File: src/rtl/eprobe_pkg.sv
// Shared constants, state encoding and entry type for the eprobe LED monitor.
package eprobe_pkg;
    localparam int NUM_LEDS = 512;
    localparam int IDX_W    = 9;
    localparam int VLED_W   = 3;
    localparam int ENTRY_W  = 4;
    localparam int ACT_W    = 10;
    localparam int UPD_W    = 16;

    typedef enum logic {
        ST_CLEAR = 1'b0,
        ST_RUN   = 1'b1
    } state_t;

    typedef logic [ENTRY_W-1:0] entry_t;

    // Entry layout is {en, vled}; en is the MSB.
    function automatic entry_t pack_entry(input logic en, input logic [VLED_W-1:0] vled);
        return {en, vled};
    endfunction
endpackage

File: src/rtl/eprobe_shadow_ram.sv
// 512x4 shadow table: one synchronous write port, two combinational read ports
// (host readback and old-value lookup for the enable-count bookkeeping).
module eprobe_shadow_ram
    import eprobe_pkg::*;
(
    input  logic             clk,
    input  logic             we,
    input  logic [IDX_W-1:0] waddr,
    input  entry_t           wdata,
    input  logic [IDX_W-1:0] rd_addr,
    output entry_t           rd_q,
    input  logic [IDX_W-1:0] old_addr,
    output entry_t           old_q
);
    // No reset on the array: the CLEAR sweep zeroes it.
    entry_t mem [NUM_LEDS];

    always_ff @(posedge clk) begin
        if (we) mem[waddr] <= wdata;
    end

    assign rd_q  = mem[rd_addr];
    assign old_q = mem[old_addr];
endmodule

File: src/rtl/eprobe_led_monitor.sv
// Shadows the LED controller's per-LED {en, vled} state for host readback.
// Optional statistics counters are built only when EPROBE_MON_STATS_EN is defined.
module eprobe_led_monitor
    import eprobe_pkg::*;
(
    input  logic              clk,
    input  logic              rst,
    input  logic [2:1]        pix,
    input  logic [6:1]        addr,
    input  logic              probe,
    input  logic [3:1]        vled,
    input  logic              en_led,
    input  logic              load,
    input  logic              rd_req,
    input  logic [IDX_W-1:0]  rd_idx,
    output logic              rd_valid,
    output entry_t            rd_data,
    output logic              busy,
    output logic              overrun,
    output logic [ACT_W-1:0]  active_count,
    output logic [UPD_W-1:0]  update_count
);
    state_t           state, state_nxt;
    logic [IDX_W-1:0] sweep, sweep_nxt;
    logic             clearing;
    logic             load_q;
    logic             load_edge;
    logic             accept;
    logic [IDX_W-1:0] idx;
    entry_t           new_entry;
    logic             ram_we;
    logic [IDX_W-1:0] ram_waddr;
    entry_t           ram_wdata;
    entry_t           ram_rd;
    entry_t           old_entry;

    always_ff @(posedge clk or posedge rst) begin
        if (rst) begin
            state <= ST_CLEAR;
            sweep <= '0;
        end else begin
            state <= state_nxt;
            sweep <= sweep_nxt;
        end
    end

    always_comb begin
        state_nxt = state;
        sweep_nxt = sweep;
        clearing  = 1'b0;
        case (state)
            ST_CLEAR: begin
                clearing  = 1'b1;
                sweep_nxt = sweep + 1'b1;
                if (sweep == IDX_W'(NUM_LEDS - 1)) state_nxt = ST_RUN;
            end
            ST_RUN:  ;
            default: state_nxt = ST_CLEAR;
        endcase
    end

    assign busy = clearing;

    always_ff @(posedge clk or posedge rst) begin
        if (rst) load_q <= 1'b0;
        else     load_q <= load;
    end

    assign load_edge = load & ~load_q;
    assign accept    = load_edge & ~clearing;
    assign idx       = {probe, addr, pix};
    assign new_entry = pack_entry(en_led, vled);

    // The sweep owns the write port while clearing; loads are refused then.
    assign ram_we    = clearing | accept;
    assign ram_waddr = clearing ? sweep : idx;
    assign ram_wdata = clearing ? entry_t'('0) : new_entry;

    eprobe_shadow_ram u_ram (
        .clk      (clk),
        .we       (ram_we),
        .waddr    (ram_waddr),
        .wdata    (ram_wdata),
        .rd_addr  (rd_idx),
        .rd_q     (ram_rd),
        .old_addr (idx),
        .old_q    (old_entry)
    );

    // Readback is write-first: a same-cycle load to the same index forwards.
    always_ff @(posedge clk or posedge rst) begin
        if (rst) begin
            rd_valid <= 1'b0;
            rd_data  <= '0;
        end else begin
            rd_valid <= rd_req;
            if (rd_req) begin
                if (clearing)                     rd_data <= '0;
                else if (accept && idx == rd_idx) rd_data <= new_entry;
                else                              rd_data <= ram_rd;
            end
        end
    end

    always_ff @(posedge clk or posedge rst) begin
        if (rst)                        overrun <= 1'b0;
        else if (load_edge && clearing) overrun <= 1'b1;
    end

`ifdef EPROBE_MON_STATS_EN
    logic [ACT_W-1:0] act_q;
    logic [UPD_W-1:0] upd_q;
    logic             old_en;

    assign old_en = old_entry[ENTRY_W-1];

    always_ff @(posedge clk or posedge rst) begin
        if (rst) begin
            act_q <= '0;
            upd_q <= '0;
        end else if (accept) begin
            upd_q <= upd_q + 1'b1;
            if (en_led && !old_en && act_q != ACT_W'(NUM_LEDS))
                act_q <= act_q + 1'b1;
            else if (!en_led && old_en && act_q != '0)
                act_q <= act_q - 1'b1;
        end
    end

    assign active_count = act_q;
    assign update_count = upd_q;
`else
    logic unused_old;
    assign unused_old   = ^old_entry;
    assign active_count = '0;
    assign update_count = '0;
`endif
endmodule

File: config.mk
export PLATFORM = sky130hd
export DESIGN_NAME = eprobe_led_monitor
export DESIGN_NICKNAME = d
export VERILOG_FILES = /design/src/rtl/eprobe_pkg.sv /design/src/rtl/eprobe_shadow_ram.sv /design/src/rtl/eprobe_led_monitor.sv
export SDC_FILE = /design/constraint.sdc
export NUM_CORES = 2
export LEC_CHECK = 0
export ABC_AREA = 1
export CAP_MARGIN = 10
export CORE_UTILIZATION = 60
export CTS_CLUSTER_DIAMETER = 100
export DETAILED_ROUTE_END_ITERATION = 10
export PLACE_DENSITY = 0.74
export SETUP_SLACK_MARGIN = 0.3
export SLEW_MARGIN = 10
export SYNTH_ARGS = -nofsm -noshare
export SYNTH_HDL_FRONTEND = slang
export SYNTH_SLANG_ARGS = --single-unit
File: constraint.sdc
create_clock -name clk -period 10.05 [get_ports clk]
set_input_delay 1.5075 -clock clk [delete_from_list [all_inputs] [get_ports clk]]
set_output_delay 1.5075 -clock clk [all_outputs]
set_load 0.01 [all_outputs]
==> results.sh <==
export IMPL_power_density_nw_per_um2=190
export IMPL_clk_pin_slew_worst_paths_ns=0.06
export IMPL_syn_inst=7426
export IMPL_grt_setup_unrepaired="false"
export IMPL_utilization_pct=65.5
export IMPL_cts_tree="built"
export IMPL_synth_cell_types=32
export IMPL_die_area_um2=144000
export IMPL_htree_levels=4
export IMPL_hp_start="overrun$_DFFE_PP0P_"
export IMPL_multi_input_area_um2=20800
export IMPL_track_usage_pct=30.4
export IMPL_fin_crit_ns=5.09
export IMPL_finalNetCount=7197
export IMPL_syn_area_um2=85400
export IMPL_cts_setup_buffers=0
export IMPL_finalSetupViolations=0
export IMPL_rr_startpoint="state$_DFF_PP0_"
export IMPL_tightest_slew_ns=1.25
export IMPL_violations="DRC"
export IMPL_final_cell_area_um2=92600
export IMPL_ys_ff_latch=2065
export IMPL_placed_area_um2=86100
export IMPL_ios=59
export IMPL_yosysSeqAreaShare_pct=72.5
export IMPL_worstSkewPairLatency_ns=0.84
export IMPL_dp_hpwl_um=109000
export IMPL_overflow=0
export IMPL_cp_data_arrival_time_ns=5.81
export IMPL_n_fill_cell=10200
export IMPL_hold_violations=0
export IMPL_rows=138
export IMPL_die_x_um=379
export IMPL_io_buffer_count=32
export IMPL_numPlacedInstances=8862
export IMPL_cts_buffers=195
export IMPL_area_growth_pct=8.36
export IMPL_post_route_cells_drive_above_1_share_pct=5.05
export IMPL_drt_wirelength_per_cell_um=23.7
export IMPL_status="finished with violations"
export IMPL_grt_pass1_wl_um=327000
export IMPL_holdPathEnd="overrun$_DFFE_PP0P_"
export IMPL_grt_max_degree=386
export IMPL_antenna_found_initial=11
export IMPL_drc=2
export IMPL_startpoint_type="input port"
export IMPL_cts_resized=0
export IMPL_reg2reg_to="u_ram.mem[232][1]$_DFFE_PP_"
export IMPL_p_leak_nw=30.9
export IMPL_core_area_um2=141000
export IMPL_vias_per_cell=6.21
export IMPL_critical_path_buf_inv_count=3
export IMPL_critPathKind="in2reg"
export IMPL_grt_pass1_vias=54900
export IMPL_slew_headroom_pct=15.8
export IMPL_layout_commonest_cell="nand2_1"
export IMPL_drt_wl_total_um=218000
export IMPL_drv_slew=0
export IMPL_gp_congestion=0.852
export IMPL_p_total_mw=17.6
export IMPL_cp_slowest_cell="clkinv_16"
export IMPL_crit_chain="buf_8 -> clkinv_16 -> buf_12 -> nand2_1 -> nand3_1 -> nand3_1 -> nand3_1 -> nand3_1 -> nand3_1 -> nand3_1 -> nand3_1 -> nand3_1 -> nand3_1 -> nand2_1 -> nand2_1"
export IMPL_syn_mean_instance_area_um2=11.5
export IMPL_post_route_period_util_pct=50.6
export IMPL_vias=57300
export IMPL_crit_cells=15
export IMPL_die_y_um=379
export IMPL_ant_nets=0
export IMPL_hold_class="reg2reg"
export IMPL_fmax_mhz=197
export IMPL_r2r_cells=6
export IMPL_irDropWorstVdd_mv=0.214
export IMPL_crit_top_cell="nand3_1"
export IMPL_ff2ff_setup_slack_ns=5.24
export IMPL_clock_sinks=2065
export IMPL_first_iter_violations=8585
export IMPL_initial_utilization_pct=60.4
export IMPL_seqCellArea_um2=61900
export IMPL_end_kind="register"
export IMPL_synth_yosys_warnings=0
export IMPL_clockBufferDepth=3
export IMPL_crit_path_max_incr_delay_ns=0.78
export IMPL_drt_pass1_iter_count=11
export IMPL_crit_required_ns=10.77
export IMPL_cp_top_family="simple AND/OR/NAND/NOR gates"
export IMPL_finalSetupTns_ns=0
export IMPL_fin_skew_ns=0.0194
export IMPL_crit_fanout=385
export IMPL_final_cell_mix="nand2_1, nand3_1, edfxtp_1"
export IMPL_stdcell_count=9222
export IMPL_holdPathStages=1
export IMPL_ctsHoldBuffers=0
export IMPL_maxCapViolCount=0
export IMPL_root_buffer="clkbuf_16"
-- cell usage after synthesis --
| cell type | number | area [µm²] |
|---|---|---|
| o21ai_1 | 4 | 20.0 |
| nand3_1 | 2049 | 10300 |
| ha_1 | 2 | 25.0 |
| edfxtp_1 | 2048 | 61500 |
| nor3b_1 | 1 | 7.51 |
| buf_2 | 310 | 1550 |
| inv_2 | 2 | 7.51 |
| o22ai_1 | 1 | 6.26 |
| nand2_1 | 2136 | 8020 |
| inv_8 | 1 | 11.3 |
| o211ai_1 | 1 | 7.51 |
| a21oi_1 | 2 | 10.0 |
| or2_2 | 3 | 18.8 |
| o21ai_0 | 7 | 35.0 |
| xor2_1 | 6 | 52.6 |
| or2_1 | 1 | 6.26 |
| nor2_1 | 535 | 2010 |
| nor3_2 | 1 | 10.0 |
| dfrtp_1 | 17 | 425 |
| buf_1 | 41 | 154 |
| clkbuf_1 | 132 | 495 |
| nor2_2 | 1 | 6.26 |
| nor3_1 | 6 | 30.0 |
| inv_1 | 34 | 128 |
| conb_1 | 1 | 3.75 |
| clkinv_1 | 2 | 7.51 |
| nand4_2 | 1 | 12.5 |
| a21o_1 | 1 | 7.51 |
| buf_6 | 5 | 56.3 |
| xnor2_1 | 4 | 35.0 |
| o221ai_1 | 1 | 8.76 |
| buf_4 | 70 | 526 |
-- sequential cells by signal, indices dropped and copies added, names as in the netlist --
signal,flops
rd_valid,1
state,1
u_ram.mem,2048
sweep,9
overrun,1
load_q,1
rd_data,4
-- worst register-to-register path: cells and delay by family, from the launching register on --
kind,cells,cell delay (ns)
buf+inv,2,0.51
simple gates,3,2.78
compound gates,1,0.43
flops,1,0.74
-- through the flow --
stage	setup WS (ns)	hold WS, ns
floorplan	1.67	0.461
global placement	4.46	0.446
detailed placement	4.45	0.446
CTS	5.29	0.464
global route	4.87	0.488
finish	4.96	0.460
-- cell type report --
cell class                 instances  share of cell area, %
inverter                          39                  0.242
multi-input combinational       4789                   22.5
sequential                      2065                   66.9
clock inverter                   112                   1.31
antenna                            2                0.00541
clock buffer                     246                   5.64
tap                             1890                   2.55
timing repair buffer              79                  0.899
-- worst max-delay path by stage --
stage	start	end	slack [ns]
after global routing	rd_idx[0]	rd_data[2]$_DFFE_PP0P_	4.87
after global placement	rd_idx[0]	rd_data[2]$_DFFE_PP0P_	4.46
after detailed placement	rd_idx[0]	rd_data[3]$_DFFE_PP0P_	4.45
after floorplan	vled[1]	u_ram.mem[0][0]$_DFFE_PP_	1.67
final	rd_idx[0]	rd_data[3]$_DFFE_PP0P_	4.96
after CTS	rd_idx[0]	rd_data[2]$_DFFE_PP0P_	5.29
-- where the power goes --
| part | switching (mW) | internal, mW |
|---|---|---|
| combinational | 0.623 | 0.251 |
| clock | 3.15 | 4.29 |
| sequential | 0.000621 | 9.32 |
| total | 3.77 | 13.9 |
-- cells by family after synthesis --
kind of cell             Yosys count  synth area share [%]
AND/OR/NAND/NOR                 4734                  23.8
flip-flops                      2065                  72.5
buffers and inverters            597                  3.44
AO/OA/AOI/OAI                     17                 0.111
XOR/XNOR                          10                 0.102
adder cells (fa/ha/maj)            2                0.0293
other                              1               0.00439
-- layer usage --
metal / GRT usage, % / part of all wire (%) / vias to the layer above
met5: 0 / 0.030 / -
met4: 12.4 / 3.9 / 10
met3: 6.27 / 12 / 476
met2: 46.9 / 46 / 3519
met1: 42.5 / 38 / 27600
li1: - / - / 25700
Note: power is estimated with default switching activity, not from simulation.
==> RTL edit (config.mk and constraints unchanged) <==
Remove the register `rd_valid`: a continuous assignment takes its place, so the output `rd_valid` follows one clock earlier.
--- a/src/rtl/eprobe_led_monitor.sv
+++ b/src/rtl/eprobe_led_monitor.sv
@@ -92,6 +92,4 @@
         if (rst) begin
-            rd_valid <= 1'b0;
             rd_data  <= '0;
         end else begin
-            rd_valid <= rd_req;
             if (rd_req) begin
@@ -103,2 +101,4 @@
     end
+
+    assign rd_valid = rd_req;
 
Formal check against the unedited RTL: not equivalent (Yosys sat finds a counterexample within 4 cycles, from zero or initial values and one cycle with rst high).
==> RTL edit against the original RTL <==
Area after synthesis about the same; synthesized cell count stayed put; largest cell class unchanged; combinational power down 0.8%; sequential cell count fell by 1; final cell count is 0.13% higher; global-route usage down 0.31 points; design area shrank 0.17%; critical path type unchanged; clock skew increased by 3.6 ps; worst hold slack gained 46 ps; highest routed layer unchanged; worst setup slack got worse by 220 ps; total power fell by 0.90%; wire length shrank 0.89%; via count decreased by 0.18%.
==> RTL edit: results (changes against the original RTL) <==
| Metric | Value |
|---|---|
| Status | `finished, final reports clean (was finished, violations left)` |
| Leak | `30.8 nW (was 30.9 nW)` |
| Hold WC Path Type | `reg2reg (unchanged)` |
| GR Util All Layers | `0.301 (was 0.304)` |
| Synth Area per Inst | `11.5 um^2 (about the same)` |
| First-pass GRT wire length | `323000 um (was 327000 um)` |
| WL final | `216000 um (was 218000 um)` |
| CP Max Fanout | `385 (unchanged)` |
| CTS root buf | `clkbuf_16 (unchanged)` |
| Port Buf Inserts | `32 (unchanged)` |
| Fmax | `0.189 GHz (was 0.197 GHz)` |
| Layout cells sized above 1 | `0.0499 (was 0.0505)` |
| Routability Congestion | `0.838 (was 0.852)` |
| Clk slew on worst S/H paths | `60 ps (about the same)` |
| Finished Layout Cells | `9234 (was 9222)` |
| Fillers | `10200 (about the same)` |
| Skew final | `23.1 ps (was 19.4 ps)` |
| Family with the most delay on the worst path | `buffers and inverters (was simple AND/OR/NAND/NOR gates)` |
| Synth Warn # | `0 (unchanged)` |
| Post-CTS setup buffers | `0 (unchanged)` |
| HPWL after detailed placement | `110000 um (was 109000 um)` |
| CTS resizes | `0 (unchanged)` |
| Synth area leaders | `edfxtp_1 72%, nand3_1 12%, nand2_1 9.4% (unchanged)` |
| Placed Instances | `8870 (was 8862)` |
| Post-synthesis sequential area ratio | `0.725 (about the same)` |
| Setup crit start | `rd_idx[0] (unchanged)` |
| Pre-antenna DRT Iters | `6 (was 11)` |
| Critical path arrival | `6020 ps (was 5810 ps)` |
| Worst hold start | `rd_data[2] (was overrun)` |
| Total CTS buffers | `195 (unchanged)` |
| Worst-Margin Slew | `1290 ps (was 1250 ps)` |
| Worst vdd ir | `0.197 mV (was 0.214 mV)` |
| Initial antenna violation count | `7 (was 11)` |
| DRT iter0 DRCs | `7843 (was 8585)` |
| Via count | `57100 (was 57300)` |
| CP peak stage delay | `810 ps (was 780 ps)` |
| # nets final | `7205 (was 7197)` |
| Asr flop ratio synth | `0.00775 (was 0.00823)` |
| Number of global-route vias before repair | `54100 (was 54900)` |
==> RTL edit: worst min-delay path, cell delays in order, from the launching register on <==
cell,delay (ps)
dfrtp_1,360
nand2_1,60
nand2_1,60
==> RTL edit: area by class of cell <==
| class | count | area [um^2] | area share |
|---|---|---|---|
| tap | 1890 | 2360 | 0.0256 |
| timing repair buffer | 88 | 850 | 0.00919 |
| sequential | 2064 | 61900 | 0.670 |
| antenna | 3 | 7.51 | 0.0000812 |
| inverter | 39 | 224 | 0.00242 |
| clock inverter | 118 | 1140 | 0.0123 |
| multi-input combinational | 4789 | 20800 | 0.225 |
| clock buffer | 243 | 5150 | 0.0558 |
==> RTL edit: kinds of logic (layout without fill, tap and decap cells) <==
logic type                 count (synthesis)  in the layout  synth area share
AOI/OAI and AO/OA                         17             17           0.00111
xor gates and xnor gates                  10             10           0.00103
adders and majority gates                  2              2          0.000293
buffers and inverters                    598            488            0.0345
DFF                                     2064           2064             0.725
other                                      1             29         0.0000439
and+or+nand+nor                         4734           4734             0.238
==> RTL edit: layer usage <==
metal | track usage | routed length, um
met1 | 0.422 | 84000
met2 | 0.467 | 100000
met3 | 0.0606 | 24200
met4 | 0.115 | 7630
met5 | 0 | 89
==> RTL edit: metrics by stage <==
stage | hold WS (ps) | instance area (um^2) | worst slack, ps
after floorplan | 461 | 85500 | 1670
after global placement | 470 | 86100 | 4340
after detailed placement | 480 | 86100 | 4250
after CTS | 506 | 92400 | 5140
after global routing | 538 | 92400 | 4740
final | 505 | 92400 | 4750
==> RTL edit: path summary, 6_finish.rpt <==
path                                     endpoint  slack [ps]  cells after the start
worst max-delay path                   rd_data[2]        4750                     15
worst min-delay path                   rd_data[2]         510                      2
worst max register to register  u_ram.mem[110][3]        5530                      6
worst min register to register         rd_data[2]         510                      2
max in group asynchronous                sweep[2]        8160                      2
min in group asynchronous                sweep[7]        1350                      2
==> RTL edit: power by group <==
part           switching [W]  leakage [nW]  internal (W)
Combinational       0.000617          13.4      0.000250
Clock                0.00313          3.08       0.00417
Sequential       0.000000142          14.3       0.00931
